--- config.mk ---
export PLATFORM = sky130hd
export DESIGN_NAME = instr_fetch
export DESIGN_NICKNAME = d
export VERILOG_FILES = /design/src/rtl/instr_fetch.sv
export SDC_FILE = /design/constraint.sdc
export NUM_CORES = 1
export LEC_CHECK = 0
export BUFFER_PORTS_ARGS = -buffer_cell sky130_fd_sc_hd__buf_2
export CORE_MARGIN = 2
export CORE_UTILIZATION = 56
export DETAILED_ROUTE_END_ITERATION = 12
export GPL_TIMING_DRIVEN = 0
export PLACE_DENSITY = 0.78
export SETUP_SLACK_MARGIN = 0.02
export SLEW_MARGIN = 30
export SYNTH_ARGS = -nofsm -noshare
export SYNTH_HDL_FRONTEND = slang
export SYNTH_SLANG_ARGS = --single-unit
export TNS_END_PERCENT = 100
--- constraint.sdc ---
create_clock -name clk -period 2.5 [get_ports clk]
set_input_delay 0.125 -clock clk [delete_from_list [all_inputs] [get_ports clk]]
set_output_delay 0.125 -clock clk [all_outputs]
set_load 0.05 [all_outputs]
--- src/rtl/instr_fetch.sv ---
// Instruction fetch unit for the custom MIPS core.
// Owns the program counter, issues single-outstanding word reads to
// instruction memory, buffers returned words in a small prefetch FIFO and
// hands them to control/decode under a valid/ready handshake. Branch/jump
// redirects flush the FIFO, drop any stale in-flight response and restart
// fetch at the target.
// Optional feature: define IFETCH_HALT_EN to stop fetching after a word with
// opcode 6'b111111 is buffered (cleared by a redirect or reset).
`timescale 1ns/1ps

module instr_fetch #(
  parameter logic [31:0] RESET_PC   = 32'h0000_0000,
  parameter int          FIFO_DEPTH = 2
) (
  input  logic        clk,
  input  logic        rst_n,
  output logic        imem_req,
  output logic [31:0] imem_addr,
  input  logic        imem_gnt,
  input  logic        imem_rvalid,
  input  logic [31:0] imem_rdata,
  output logic        ir_valid,
  output logic [31:0] ir,
  output logic [31:0] ir_pc,
  input  logic        ir_ready,
  input  logic        br_taken,
  input  logic [31:0] br_target
);

  localparam int PW = (FIFO_DEPTH > 1) ? $clog2(FIFO_DEPTH) : 1;
  localparam int CW = PW + 1;

  logic [31:0]   pc_q, pc_d;
  logic [31:0]   req_pc_q, req_pc_d;
  logic [CW-1:0] count_q, count_d;
  logic [PW-1:0] rd_ptr_q, rd_ptr_d;
  logic [PW-1:0] wr_ptr_q, wr_ptr_d;
  logic          outst_q, outst_d;
  logic          drop_q, drop_d;
  logic          halted_q, halted_d;
  logic [31:0]   word_q [FIFO_DEPTH];
  logic [31:0]   word_d [FIFO_DEPTH];
  logic [31:0]   wpc_q  [FIFO_DEPTH];
  logic [31:0]   wpc_d  [FIFO_DEPTH];

  logic rsp_valid;
  logic push;
  logic pop;
  logic accept;
  logic space_ok;
  logic halt_push;
  logic unused_bits;

  // Low target bits are forced to zero, so they never reach any logic.
  assign unused_bits = ^br_target[1:0];

  // Decode this cycle's response, handshake and request eligibility.
  always_comb begin
    rsp_valid = imem_rvalid && outst_q;
    push      = rsp_valid && !drop_q && !br_taken;
`ifdef IFETCH_HALT_EN
    halt_push = push && (imem_rdata[31:26] == 6'b111111);
`else
    halt_push = 1'b0;
`endif
    space_ok  = (({1'b0, count_q} + {{CW{1'b0}}, outst_q}) < (CW+1)'(FIFO_DEPTH));
    imem_req  = rst_n && !br_taken && !halted_q && !halt_push &&
                (!outst_q || imem_rvalid) && space_ok;
    imem_addr = imem_req ? pc_q : 32'h0;
    accept    = imem_req && imem_gnt;
    ir_valid  = (count_q != '0);
    pop       = ir_valid && ir_ready && !br_taken;
    ir        = ir_valid ? word_q[rd_ptr_q] : 32'h0;
    ir_pc     = ir_valid ? wpc_q[rd_ptr_q]  : 32'h0;
  end

  // Next-state for PC, in-flight tracking and FIFO; a redirect overrides all.
  always_comb begin
    pc_d     = pc_q;
    req_pc_d = req_pc_q;
    count_d  = count_q;
    rd_ptr_d = rd_ptr_q;
    wr_ptr_d = wr_ptr_q;
    outst_d  = outst_q;
    drop_d   = drop_q;
    halted_d = halted_q;
    word_d   = word_q;
    wpc_d    = wpc_q;

    if (accept) begin
      pc_d     = pc_q + 32'd4;
      req_pc_d = pc_q;
      outst_d  = 1'b1;
    end else if (rsp_valid) begin
      outst_d = 1'b0;
    end

    if (rsp_valid && drop_q) begin
      drop_d = 1'b0;
    end

    if (push) begin
      word_d[wr_ptr_q] = imem_rdata;
      wpc_d[wr_ptr_q]  = req_pc_q;
      wr_ptr_d         = wr_ptr_q + PW'(1);
    end

    if (pop) begin
      rd_ptr_d = rd_ptr_q + PW'(1);
    end

    case ({push, pop})
      2'b10:   count_d = count_q + CW'(1);
      2'b01:   count_d = count_q - CW'(1);
      default: count_d = count_q;
    endcase

    if (halt_push) begin
      halted_d = 1'b1;
    end

    if (br_taken) begin
      pc_d     = {br_target[31:2], 2'b00};
      count_d  = '0;
      rd_ptr_d = '0;
      wr_ptr_d = '0;
      drop_d   = outst_q && !imem_rvalid;
      halted_d = 1'b0;
    end
  end

  // State registers with asynchronous active-low reset.
  always_ff @(posedge clk or negedge rst_n) begin
    if (!rst_n) begin
      pc_q     <= RESET_PC;
      req_pc_q <= 32'h0;
      count_q  <= '0;
      rd_ptr_q <= '0;
      wr_ptr_q <= '0;
      outst_q  <= 1'b0;
      drop_q   <= 1'b0;
      halted_q <= 1'b0;
      for (int i = 0; i < FIFO_DEPTH; i++) begin
        word_q[i] <= 32'h0;
        wpc_q[i]  <= 32'h0;
      end
    end else begin
      pc_q     <= pc_d;
      req_pc_q <= req_pc_d;
      count_q  <= count_d;
      rd_ptr_q <= rd_ptr_d;
      wr_ptr_q <= wr_ptr_d;
      outst_q  <= outst_d;
      drop_q   <= drop_d;
      halted_q <= halted_d;
      word_q   <= word_d;
      wpc_q    <= wpc_d;
    end
  end

endmodule
# [Word level (Yosys, flattened, before mapping)]
# Cells that the tools add are included.
[totals] ff_bits=198 latchBits=0 ramBits=0 romBits=0 out_inout_bits=98 n_memories=0
[op_classes] add_sub_neg=6 multipliers=0 div=0 order_cmp=4 n_eq_ne=2 shift=0 muxes=25 bitwise_logic=2 n_reduce_logical=24
[ops] operator="32-bit 2-to-1 mux" n=12
[ops] operator="64-bit bitwise mux" n=2
[ops] operator="32-bit by 3-bit adder with 32-bit output (second input constant)" n=1
[ops] operator="32-bit demux with 1-bit select" n=1
[ops] operator="1-bit logical AND" n=12
[ops] operator="2-bit nonzero test" n=6
[ops] operator="1-bit 2-to-1 mux" n=8
[ops] operator="2-bit greater-or-equal comparator (second input constant)" n=2
[ops] operator="1-bit zero test" n=4
[ops] operator="1-bit NOT with 2-bit output" n=2
[ops] operator="2-bit case mux with 2 select lines" n=1
[ops] operator="2-bit by 1-bit adder with 3-bit output" n=1
[ops] operator="3-bit by 2-bit < comparator with 1-bit output (second input constant)" n=1
[ops] operator="3-bit nonzero test" n=1
[ops] operator="1-bit adder (second input constant)" n=2
[ops] operator="2-bit by 1-bit adder with 2-bit output (second input constant)" n=1
[ops] operator="2-bit by 1-bit == test with 1-bit output (second input constant)" n=1
[ops] operator="2-bit == test (second input constant)" n=1
[ops] operator="2-bit by 1-bit < comparator with 1-bit output (second input constant)" n=1
[ops] operator="2-bit 2-to-1 mux" n=1
[ops] operator="2-bit by 1-bit subtractor with 2-bit output (second input constant)" n=1
[ops] operator="1-bit logical OR" n=1

# [Depth between registers and ports, before layout]
# Gate-level depths: netlist of run 1.
[logic_depth] depth_word=7 depth_mapped=7 mapped_depth_nobuf=6

# [Worst setup path after synthesis of run 1]
# Ideal clock, no wire load.
[synth_path] path_type="reg-to-output" from="reg count_q[0]" to="out imem_addr[22]" arrival_ps=1828 required_time_ps=2375 slack_ps=547 path_stages_with_launch=5 path_buffers=1 cell_sequence="dfrtp_1 > nor2b_1 > o211a_1 > clkbuf_1 > and2_1"
[synth_between] elab_chain_len=4
[synth_rtl] element="start, declared" line_no="35" source="logic [CW-1:0] count_q, count_d;"
[synth_rtl] element="start signal, assigned" line_no="150" source="count_q <= count_d;"
[synth_rtl] element="2-bit by 1-bit adder with 3-bit output" line_no="66" source="space_ok = (({1'b0, count_q} + {{CW{1'b0}}, outst_q}) < (CW+1)'(FIFO_DEPTH));"
[synth_rtl] element="3-bit by 2-bit < comparator with 1-bit output" line_no="66"
[synth_rtl] element="1-bit logical AND" line_no="68" source="(!outst_q || imem_rvalid) && space_ok;"
[synth_rtl] element="net imem_req" line_no="17" source="output logic imem_req,"
[synth_rtl] element="32-bit 2-to-1 mux" line_no="69" source="imem_addr = imem_req ? pc_q : 32'h0;"
[synth_rtl] element="end, declared" line_no="18" source="output logic [31:0] imem_addr,"
# The timed path passes the listed nets, and every way through them passes these cells.

# [Final worst setup path of run 1]
[layout_path] from="in rst_n" to="out imem_addr[19]"
[layout_between] elab_chain_len=4
[layout_rtl] element="start, declared" line_no="16" source="input logic rst_n,"
[layout_rtl] element="1-bit logical AND (2 in series)" line_no="67" source="imem_req = rst_n && !br_taken && !halted_q && !halt_push &&"
[layout_rtl] element="1-bit logical AND" line_no="68"
[layout_rtl] element="32-bit 2-to-1 mux" line_no="69"
# No other way between the ends.

==> run metrics, run 1 <==
outcome=complete, no violations; crit-path max FO=10; final wirelength=22.6 mm; PwrDens=757 mW/mm^2; CTS tree=done; Die W=131 um; drt drc=0; P_sw=2.52 mW; worst r2r dst=pc_q[30]$_DFFE_PN0P_; row cnt=46; die area=0.0171 mm^2; Max VDD drop=0.517 mV; hold path depth=4; grt ovf=0; input/output buffers=161; # H-tree levels=4; Netlist cell types=55; share of the core filled with cells=0.729; critical-path cell list=dlygate4sd3_1, buf_8, buf_12, buf_12, buf_16, o211a_1, clkbuf_1, and2_1, buf_2; Critical Path AT=2.24 ns; Critical Path Source Type=input pin; number of flops mapped to enable cells by yosys=0; vias in the first global route=7347; Critical R2R Launch=pc_q[2]$_DFFE_PN0P_; part of the power in registers=0.476; vias=7071; Most common cell on crit path=buf_12; Pint=6.22 mW; Starting Density=0.570; Chip Height=131 um; Wirelength per Cell=17.5 um; worst r2r path cells=6; DRT iter0 DRCs=464; Setup Viol. Count Final=0; first-pass GRT wire length=36.3 mm; r2r setup slk=0.24 ns; CP startpoint=rst_n; leak pwr=5.58 nW; Clock transition at path regs=0.07 ns; average size of a mapped cell=11.2 um^2; insertion delay to the later sink of the worst-skew pair=0.43 ns; RSZ-0062 raised after global routing=false; Mapped Area=0.00901 mm^2; CP Capture Type=output pin; min-delay src=br_target[20]; CTS Buffer Depth=2; Nets=1129; Final Slew Violations=0; final worst setup slack=0.139 ns; Clock Sinks=190; Cells after Synth=806; commonest non-fill, non-tap cell in the layout=dfrtp_1; warnings from Yosys=0; Synth Register Bits=190; total setup buffers inserted after CTS=0; Critical Path RT=2.38 ns; DR vias/cell=5.49; hold path endpoint=pc_q[20]$_DFFE_PN0P_; commonest non-fill, non-tap cells in the layout=dfrtp_1 (190), buf_2 (181), mux2_2 (125); initial antenna violation count=0; kind of critical path=input pin to output pin; root buf cell=clkbuf_16; synth-to-layout area growth=28.1%; Rel. slew slack=0.552; largest net degree at the start of global routing=89; max incr delay on CP=0.56 ns; layout cell share with drive strength beyond 1=0.347; Worst Clk Skew=0.0110 ns; Period minus WS final=2.36 ns; Synth Flop Type=dfrtp_1; First-pass DRT Iterations=7; post-synthesis sequential area ratio=0.527; Fin. Hold Viols=0; Max Clock Freq=0.424 GHz; diode count=0; clock network fraction of total power=0.328; post-DP HPWL=14.8 mm; PnR Total Power=8.74 mW; RD Place Congestion=0.899; Global Route Usage Sum=0.275; dpl ws=0.155 ns; I/O Pins=168; Inst Count DP=1188; Worst-Margin Slew=0.670 ns; Max-Cap Viols=0; Post-synth ARST share=1.00; core area=0.0158 mm^2; TritonCTS buffer count=17; Slowest-stage cell, CP=dlygate4sd3_1; Hold Crit Class=input pin to flop; Final Cycle Share=0.944; final antenna-violating net count=0; switch share=0.289; Gate power share=0.196; fin cells=1287
repair_timing:
action                                  CTS  global route
hold buffers                             68             0
endpoints found under the hold margin   284             0
resized for setup                         1             1
endpoints found under the setup margin   58            19
power by group through the flow:
stage          combinational [mW]  clock, mW  sequential (mW)
3_5_place_dp                 1.61          0             4.20
2_1_floorplan                1.24          0             4.06
4_1_cts                      1.72       2.89             4.15
3_3_place_gp                 1.54          0             4.17
6_report                     1.72       2.87             4.16
5_1_grt                      1.88       3.02             4.25
metal layers:
metal / up-vias / global-route usage / wire (um)
met1: 3445 / 0.345 / 9470
li1: 3291 / - / -
met2: 289 / 0.474 / 11100
met3: 46 / 0.0509 / 1400
met4: 0 / 0.108 / 589
met5: - / 0 / 0
kinds of logic after synthesis:
family	synth area share
simple gates	0.153
mux	0.228
flops	0.527
compound gates	0.0487
buf+inv	0.0341
xor+xnor	0.00680
fa+ha+maj	0.00139
other cells	0.000416
worst max path at each step:
stage                                      end  slack (ns)  cells after the start
final                            imem_addr[19]        0.14                      9
after global routing             imem_addr[19]        0.07                      5
after CTS                 pc_q[17]$_DFFE_PN0P_         0.1                     11
after detailed placement   pc_q[2]$_DFFE_PN0P_        0.16                      7
after global placement     pc_q[2]$_DFFE_PN0P_       -2.74                      6
after floorplan                  imem_addr[22]        0.55                      4
Yosys cell counts (all sizes together), types with 3 or more instances:
cell / instances / share of area
a21oi: 6 / 0.0033
a22oi: 6 / 0.0050
a31oi: 3 / 0.0021
and2: 31 / 0.022
buf: 33 / 0.024
clkbuf: 16 / 0.0078
dfrtp: 190 / 0.53
inv: 3 / 0.0012
mux2: 125 / 0.16
mux2i: 65 / 0.072
nand2: 123 / 0.051
nand2b: 4 / 0.0028
nand3: 25 / 0.016
nand4: 8 / 0.0062
nor2: 88 / 0.037
nor2b: 3 / 0.0021
nor3: 4 / 0.0028
nor4: 5 / 0.0068
o211ai: 10 / 0.0083
o21ai: 20 / 0.011
o311ai: 6 / 0.0058
xor2: 5 / 0.0049
sequential cells by signal, indices dropped and copies added, names as in the netlist:
signal and cells:
rd_ptr_q 1, word_q 64, count_q 2, req_pc_q 30, outst_q 1, wr_ptr_q 1, pc_q 30, drop_q 1
wpc_q 60
final cells by class:
type	instances	area, um^2
fillers	1117	4280
flip-flops and latches	190	4750
clock inverters	13	179
clock buffers	19	453
well taps	216	270
plain buffers	49	289
multi-input cells	565	3980
repair buffers	231	1610
inverters	4	15.0
stage by stage:
step / cell area [um^2] / setup TNS, ns / hold WS (ns)
6_report: 11500 / 0 / 0.0345
5_1_grt: 11500 / 0 / 0.0240
4_1_cts: 11500 / 0 / 0.0126
3_5_place_dp: 10200 / 0 / 0.0141
3_3_place_gp: 10100 / -554.42 / 0.333
2_1_floorplan: 9030 / 0 / -0.171
worst max-delay path, delay by kind of cell:
kind,cells,cell delay [ns]
simple gates,1,0.26
buf+inv,7,1.64
compound gates,1,0.21
(Power assumes the default switching activity.)
==> run 2: changes to the inputs <==
--- a/config.mk
+++ b/config.mk
@@ -8,9 +8,11 @@
 export BUFFER_PORTS_ARGS = -buffer_cell sky130_fd_sc_hd__buf_2
 export CORE_MARGIN = 2
 export CORE_UTILIZATION = 56
+export CTS_BUF_LIST = sky130_fd_sc_hd__clkbuf_16
 export DETAILED_ROUTE_END_ITERATION = 12
 export GPL_TIMING_DRIVEN = 0
 export PLACE_DENSITY = 0.78
+export RECOVER_POWER = 50
 export SETUP_SLACK_MARGIN = 0.02
 export SLEW_MARGIN = 30
 export SYNTH_ARGS = -nofsm -noshare
==> run 2 against run 1 <==
Compared with the run above: the run now ends with capacitance limit, slew limit left; non-clock buffer count did not move; die area did not move; sequential share of layout area rose by 0.42 points; worst hold slack barely moved; critical path depth did not move; maximum frequency rose by 0.47%; utilization fell by 0.74 points; power fell by 1.0%; count of clock-buffer cells in the layout fell by 2; global-route usage barely moved; register-to-register slack got worse by 0.03 ns.
==> run metrics, run 2 (synthesis results as in run 1) <==
outcome=complete, but fails checks; failing checks=capacitance limit, slew limit; Hold Crit Class=input pin to flop; layout cell share with drive strength beyond 1=0.333; largest net degree at the start of global routing=89; Wirelength per Cell=17.5 um; Max-Cap Viols=1; Rel. slew slack=-0.0521; Period minus WS final=2.35 ns; crit-path max FO=10; DR vias/cell=5.51; met2 routed WL=11.1 mm; RD Place Congestion=0.899; first-pass GRT wire length=36.4 mm; DRT iter0 DRCs=462; synth-to-layout area growth=26.8%; Clock transition at path regs=0.07 ns; commonest non-fill, non-tap cell in the layout=dfrtp_1; vias in the first global route=7286; I/O Pins=168; final wirelength=22.5 mm; total setup buffers inserted after CTS=0; design area=0.0114 mm^2; Starting Density=0.570; First-pass DRT Iterations=5; Max Clock Freq=0.426 GHz; vias=7094; Global Route Usage Sum=0.275; input/output buffers=161; Critical Path AT=2.23 ns; Final Cycle Share=0.940; Reg with most FFs=word_q; core area=0.0158 mm^2; Critical Path RT=2.38 ns; commonest non-fill, non-tap cells in the layout=dfrtp_1 (190), buf_2 (172), mux2_2 (124); max FFs per register=64; # H-tree levels=4; CP Capture Type=output pin; root buf cell=clkbuf_16; clock network fraction of total power=0.324; diode count=0; initial antenna violation count=0; leak pwr=5.51 nW; die area=0.0171 mm^2; switch share=0.290; setup TNS=0 ns; max incr delay on CP=0.52 ns; Worst Clk Skew=0.00820 ns; Chip Height=131 um; CTS Buffer Depth=2; Nets=1129; P_sw=2.51 mW; Max VDD drop=0.519 mV; TritonCTS buffer count=17; Clock Sinks=190; RSZ-0062 raised after global routing=false; final antenna-violating net count=0; Slowest-stage cell, CP=dlygate4sd3_1; max layer used=met4; multi-input logic area=0.00397 mm^2; grt ovf=0; met1 wire length=9.41 mm; DP Area=0.0102 mm^2; CTS tree=done; post-DP HPWL=14.8 mm; Detail Route met3 WL=1.50 mm; Worst-Margin Slew=1.58 ns; PwrDens=757 mW/mm^2; row cnt=46; biggest regs=word_q (64), wpc_q (60); Pint=6.14 mW; Die W=131 um; Final Slew Violations=72; kind of critical path=input pin to output pin; drt drc=0; fillers=1139; part of the power in registers=0.480; share of the core filled with cells=0.722; Critical Path Source Type=input pin; Setup Viol. Count Final=0; Reg area=0.00475 mm^2; Gate power share=0.196; Fin. Hold Viols=0; critical-path cell list=dlygate4sd3_1, clkbuf_1, buf_12, buf_12, buf_16, o211a_1, clkbuf_1, and2_1, buf_2; insertion delay to the later sink of the worst-skew pair=0.43 ns
run 2: area by class of cell:
type | count | area share
Buffer | 49 | 0.0247
Clock buffer | 17 | 0.0372
Clock inverter | 15 | 0.0163
Inverter | 4 | 0.00131
Multi-Input combinational cell | 565 | 0.347
Sequential cell | 190 | 0.416
Tap cell | 216 | 0.0237
Timing Repair Buffer | 231 | 0.133
run 2: worst max-delay path: cells and delay by family:
family / cells / cell delay, ns
buffers and inverters: 7 / 1.64
AOI/OAI and AO/OA: 1 / 0.21
and+or+nand+nor: 1 / 0.25
run 2: power groups by stage:
stage | clock (mW) | sequential (mW) | combinational [mW]
floorplan | 0 | 4.06 | 1.24
detailed placement | 0 | 4.20 | 1.61
global placement | 0 | 4.17 | 1.54
finish | 2.80 | 4.16 | 1.69
global route | 2.96 | 4.24 | 1.86
CTS | 2.83 | 4.14 | 1.72
run 2: per-layer routing:
metal	vias to the layer above	track usage
met5	-	0
met4	0	0.101
met3	45	0.0509
met2	273	0.475
met1	3475	0.349
li1	3301	-
run 2: worst paths after layout:
check                      slack (ns)  cells after the start                  endpoint                      from
setup reg to reg                 0.21                      4    word_q[47]$_DFFE_PN0P_        drop_q$_DFFE_PN0P_
min in group asynchronous        0.84                      5      wpc_q[9]$_DFFE_PN0P_                     rst_n
hold reg to reg                  0.50                      2  req_pc_q[23]$_DFFE_PN0P_  req_pc_q[23]$_DFFE_PN0P_
max in group asynchronous        0.43                      6      pc_q[17]$_DFFE_PN0P_                     rst_n
hold / removal                   0.03                      4      pc_q[20]$_DFFE_PN0P_             br_target[20]
setup / recovery                 0.15                      9             imem_addr[19]                     rst_n
run 2: metrics by stage:
stage / power [mW] / worst slack (ns) / hold WS, ns / instances
3_3_place_gp: 5.71 / -2.74 / 0.333 / 1186
6_report: 8.66 / 0.150 / 0.0346 / 1287
2_1_floorplan: 5.30 / 0.547 / -0.171 / 809
4_1_cts: 8.69 / 0.109 / 0.0114 / 1288
5_1_grt: 9.06 / 0.0595 / 0.0225 / 1287
3_5_place_dp: 5.81 / 0.155 / 0.0141 / 1188
run 2: timing repair:
item                       in CTS  in global routing
pin swaps                       0                  0
hold buffers                   68                  0
gates resized for setup         1                  1
setup endpoints to repair      58                 16
hold endpoints to repair      284                  0
==> run 3: changes to the inputs <==
--- a/config.mk
+++ b/config.mk
@@ -13,6 +13,7 @@
 export GPL_TIMING_DRIVEN = 0
 export PLACE_DENSITY = 0.78
 export RECOVER_POWER = 50
+export REMOVE_ABC_BUFFERS = 1
 export SETUP_SLACK_MARGIN = 0.02
 export SLEW_MARGIN = 30
 export SYNTH_ARGS = -nofsm -noshare
==> run 3 against run 2 <==
Compared with the run above: the flow finishes with violations (hold timing); via count decreased by 3.3%; utilization fell by 0.85 points; critical path depth decreased by 1; worst hold slack lost 0.20 ns; final cell count fell by 3.2%; largest power group unchanged.
==> run metrics, run 3 (synthesis results as in run 1) <==
leak pwr=5.41 nW; root buf cell=clkbuf_16; Reg area=0.00476 mm^2; final wirelength=21.8 mm; Chip Height=131 um; outcome=complete, but fails checks; DRT iter0 DRCs=449; PwrDens=741 mW/mm^2; vias in the first global route=6830; first-pass GRT wire length=34.4 mm; diode count=0; Setup Viol. Count Final=0; Starting Density=0.570; die area=0.0171 mm^2; setup TNS=0 ns; largest net degree at the start of global routing=88; Max Clock Freq=0.432 GHz; crit-path max FO=13; TritonCTS buffer count=17; Critical Path Source Type=flop; input/output buffers=161; CTS tree=done; Final Slew Violations=0; Fin. Hold Viols=85; # H-tree levels=4; Max-Cap Viols=0; Die W=131 um; commonest non-fill, non-tap cells in the layout=dfrtp_1 (189), buf_2 (160), mux2_2 (125); max FFs per register=64; Rel. slew slack=0.200; Global Route Usage Sum=0.259; drt drc=0; RD Place Congestion=0.790; initial antenna violation count=0; kind of critical path=flop to flop; post-DP HPWL=13.8 mm; CP Capture Type=flop; Reg with most FFs=word_q; DR vias/cell=5.51; CTS Buffer Depth=2; Clock Sinks=190; fillers=1140; final antenna-violating net count=0; share of the core filled with cells=0.714; vias=6860; core area=0.0158 mm^2; Critical Path AT=2.62 ns; I/O Pins=168; layout cell share with drive strength beyond 1=0.337; insertion delay to the later sink of the worst-skew pair=0.43 ns; Clock transition at path regs=0.07 ns; Post-CTS Hold Buffers=62; dpl ws=-0.279 ns; Period minus WS final=2.31 ns; multi-input logic area=0.00401 mm^2; failing checks=hold timing; Final Cycle Share=0.925; commonest non-fill, non-tap cell in the layout=dfrtp_1; Hold Crit Class=input pin to async pin; Worst Clk Skew=0.0110 ns; Max VDD drop=0.463 mV; PnR Total Power=8.37 mW; final worst setup slack=0.187 ns; biggest regs=word_q (64), wpc_q (60); Critical Path RT=2.81 ns; Worst-Margin Slew=1.20 ns; synth-to-layout area growth=25.3%; First-pass DRT Iterations=5; Nets=1088; Wirelength per Cell=17.5 um; grt ovf=0; RSZ-0062 raised after global routing=false; row cnt=46; Hold Slack=-0.164 ns
## run 3: cell count changes in the layout (fill, tap and decap cells not counted), sizes merged
cell	change
bufinv	-2
dlygate4sd3	-3
clkinvlp	+3
dlygate4sd1	-1
clkinv	+1
clkbuf	-24
inv	-2
buf	-13
## run 3: area by class of cell
| class | instances | area share |
|---|---|---|
| Multi-Input combinational cell | 565 | 0.355 |
| Tap cell | 216 | 0.0239 |
| Timing Repair Buffer | 239 | 0.150 |
| Sequential cell | 190 | 0.421 |
| Clock buffer | 17 | 0.0377 |
| Clock inverter | 15 | 0.0106 |
| Inverter | 4 | 0.00133 |
## run 3: repair_timing
| item | in CTS | in global routing |
|---|---|---|
| endpoints found under the setup margin | 40 | 30 |
| hold endpoints to repair | 142 | 85 |
| pin swaps | 1 | 0 |
| gates resized for setup | 2 | 1 |
| setup buffers | 1 | 0 |
## run 3: power breakdown
group          total [mW]  internal, mW  switching [mW]
clock network        2.53          1.36            1.16
registers            4.18          3.73           0.451
logic                1.67         0.817           0.849
total                8.37          5.91            2.46
## run 3: critical path: stages (launching register included)
cell	delay, ns
dfrtp_1	0.39
nand3b_1	0.34
nor3_4	0.29
buf_8	0.19
buf_6	0.18
buf_6	0.17
buf_6	0.15
buf_6	0.15
mux2_2	0.34
## run 3: through the flow
step	hold slack (ns)	cell area, um^2	instances
final	-0.164	11300	1246
after global routing	-0.124	11300	1246
after CTS	-0.270	11400	1246
after detailed placement	0.0635	10200	1151
after global placement	0.334	9810	1136
after floorplan	-0.171	8730	759
## run 3: metal layers
layer	vias up	track usage	routed length (um)	part of all wire
li1	3194	-	-	-
met1	3411	0.338	9470	0.44
met3	25	0.0419	1140	0.052
met5	-	0	0	0
met4	0	0.0745	254	0.012
met2	230	0.449	10900	0.50
## run 3: final timing paths
kind                                     startpoint                       end  slack [ns]  cells past startpoint
setup / recovery                 drop_q$_DFFE_PN0P_    word_q[58]$_DFFE_PN0P_        0.19                      8
hold / removal                                rst_n    word_q[60]$_DFFE_PN0P_       -0.16                      2
setup reg to reg                 drop_q$_DFFE_PN0P_    word_q[58]$_DFFE_PN0P_        0.19                      8
hold reg to reg            req_pc_q[30]$_DFFE_PN0P_  req_pc_q[30]$_DFFE_PN0P_        0.50                      2
max in group asynchronous                     rst_n      pc_q[27]$_DFFE_PN0P_        0.41                      5
min in group clk                      br_target[26]      pc_q[26]$_DFFE_PN0P_        0.01                      4
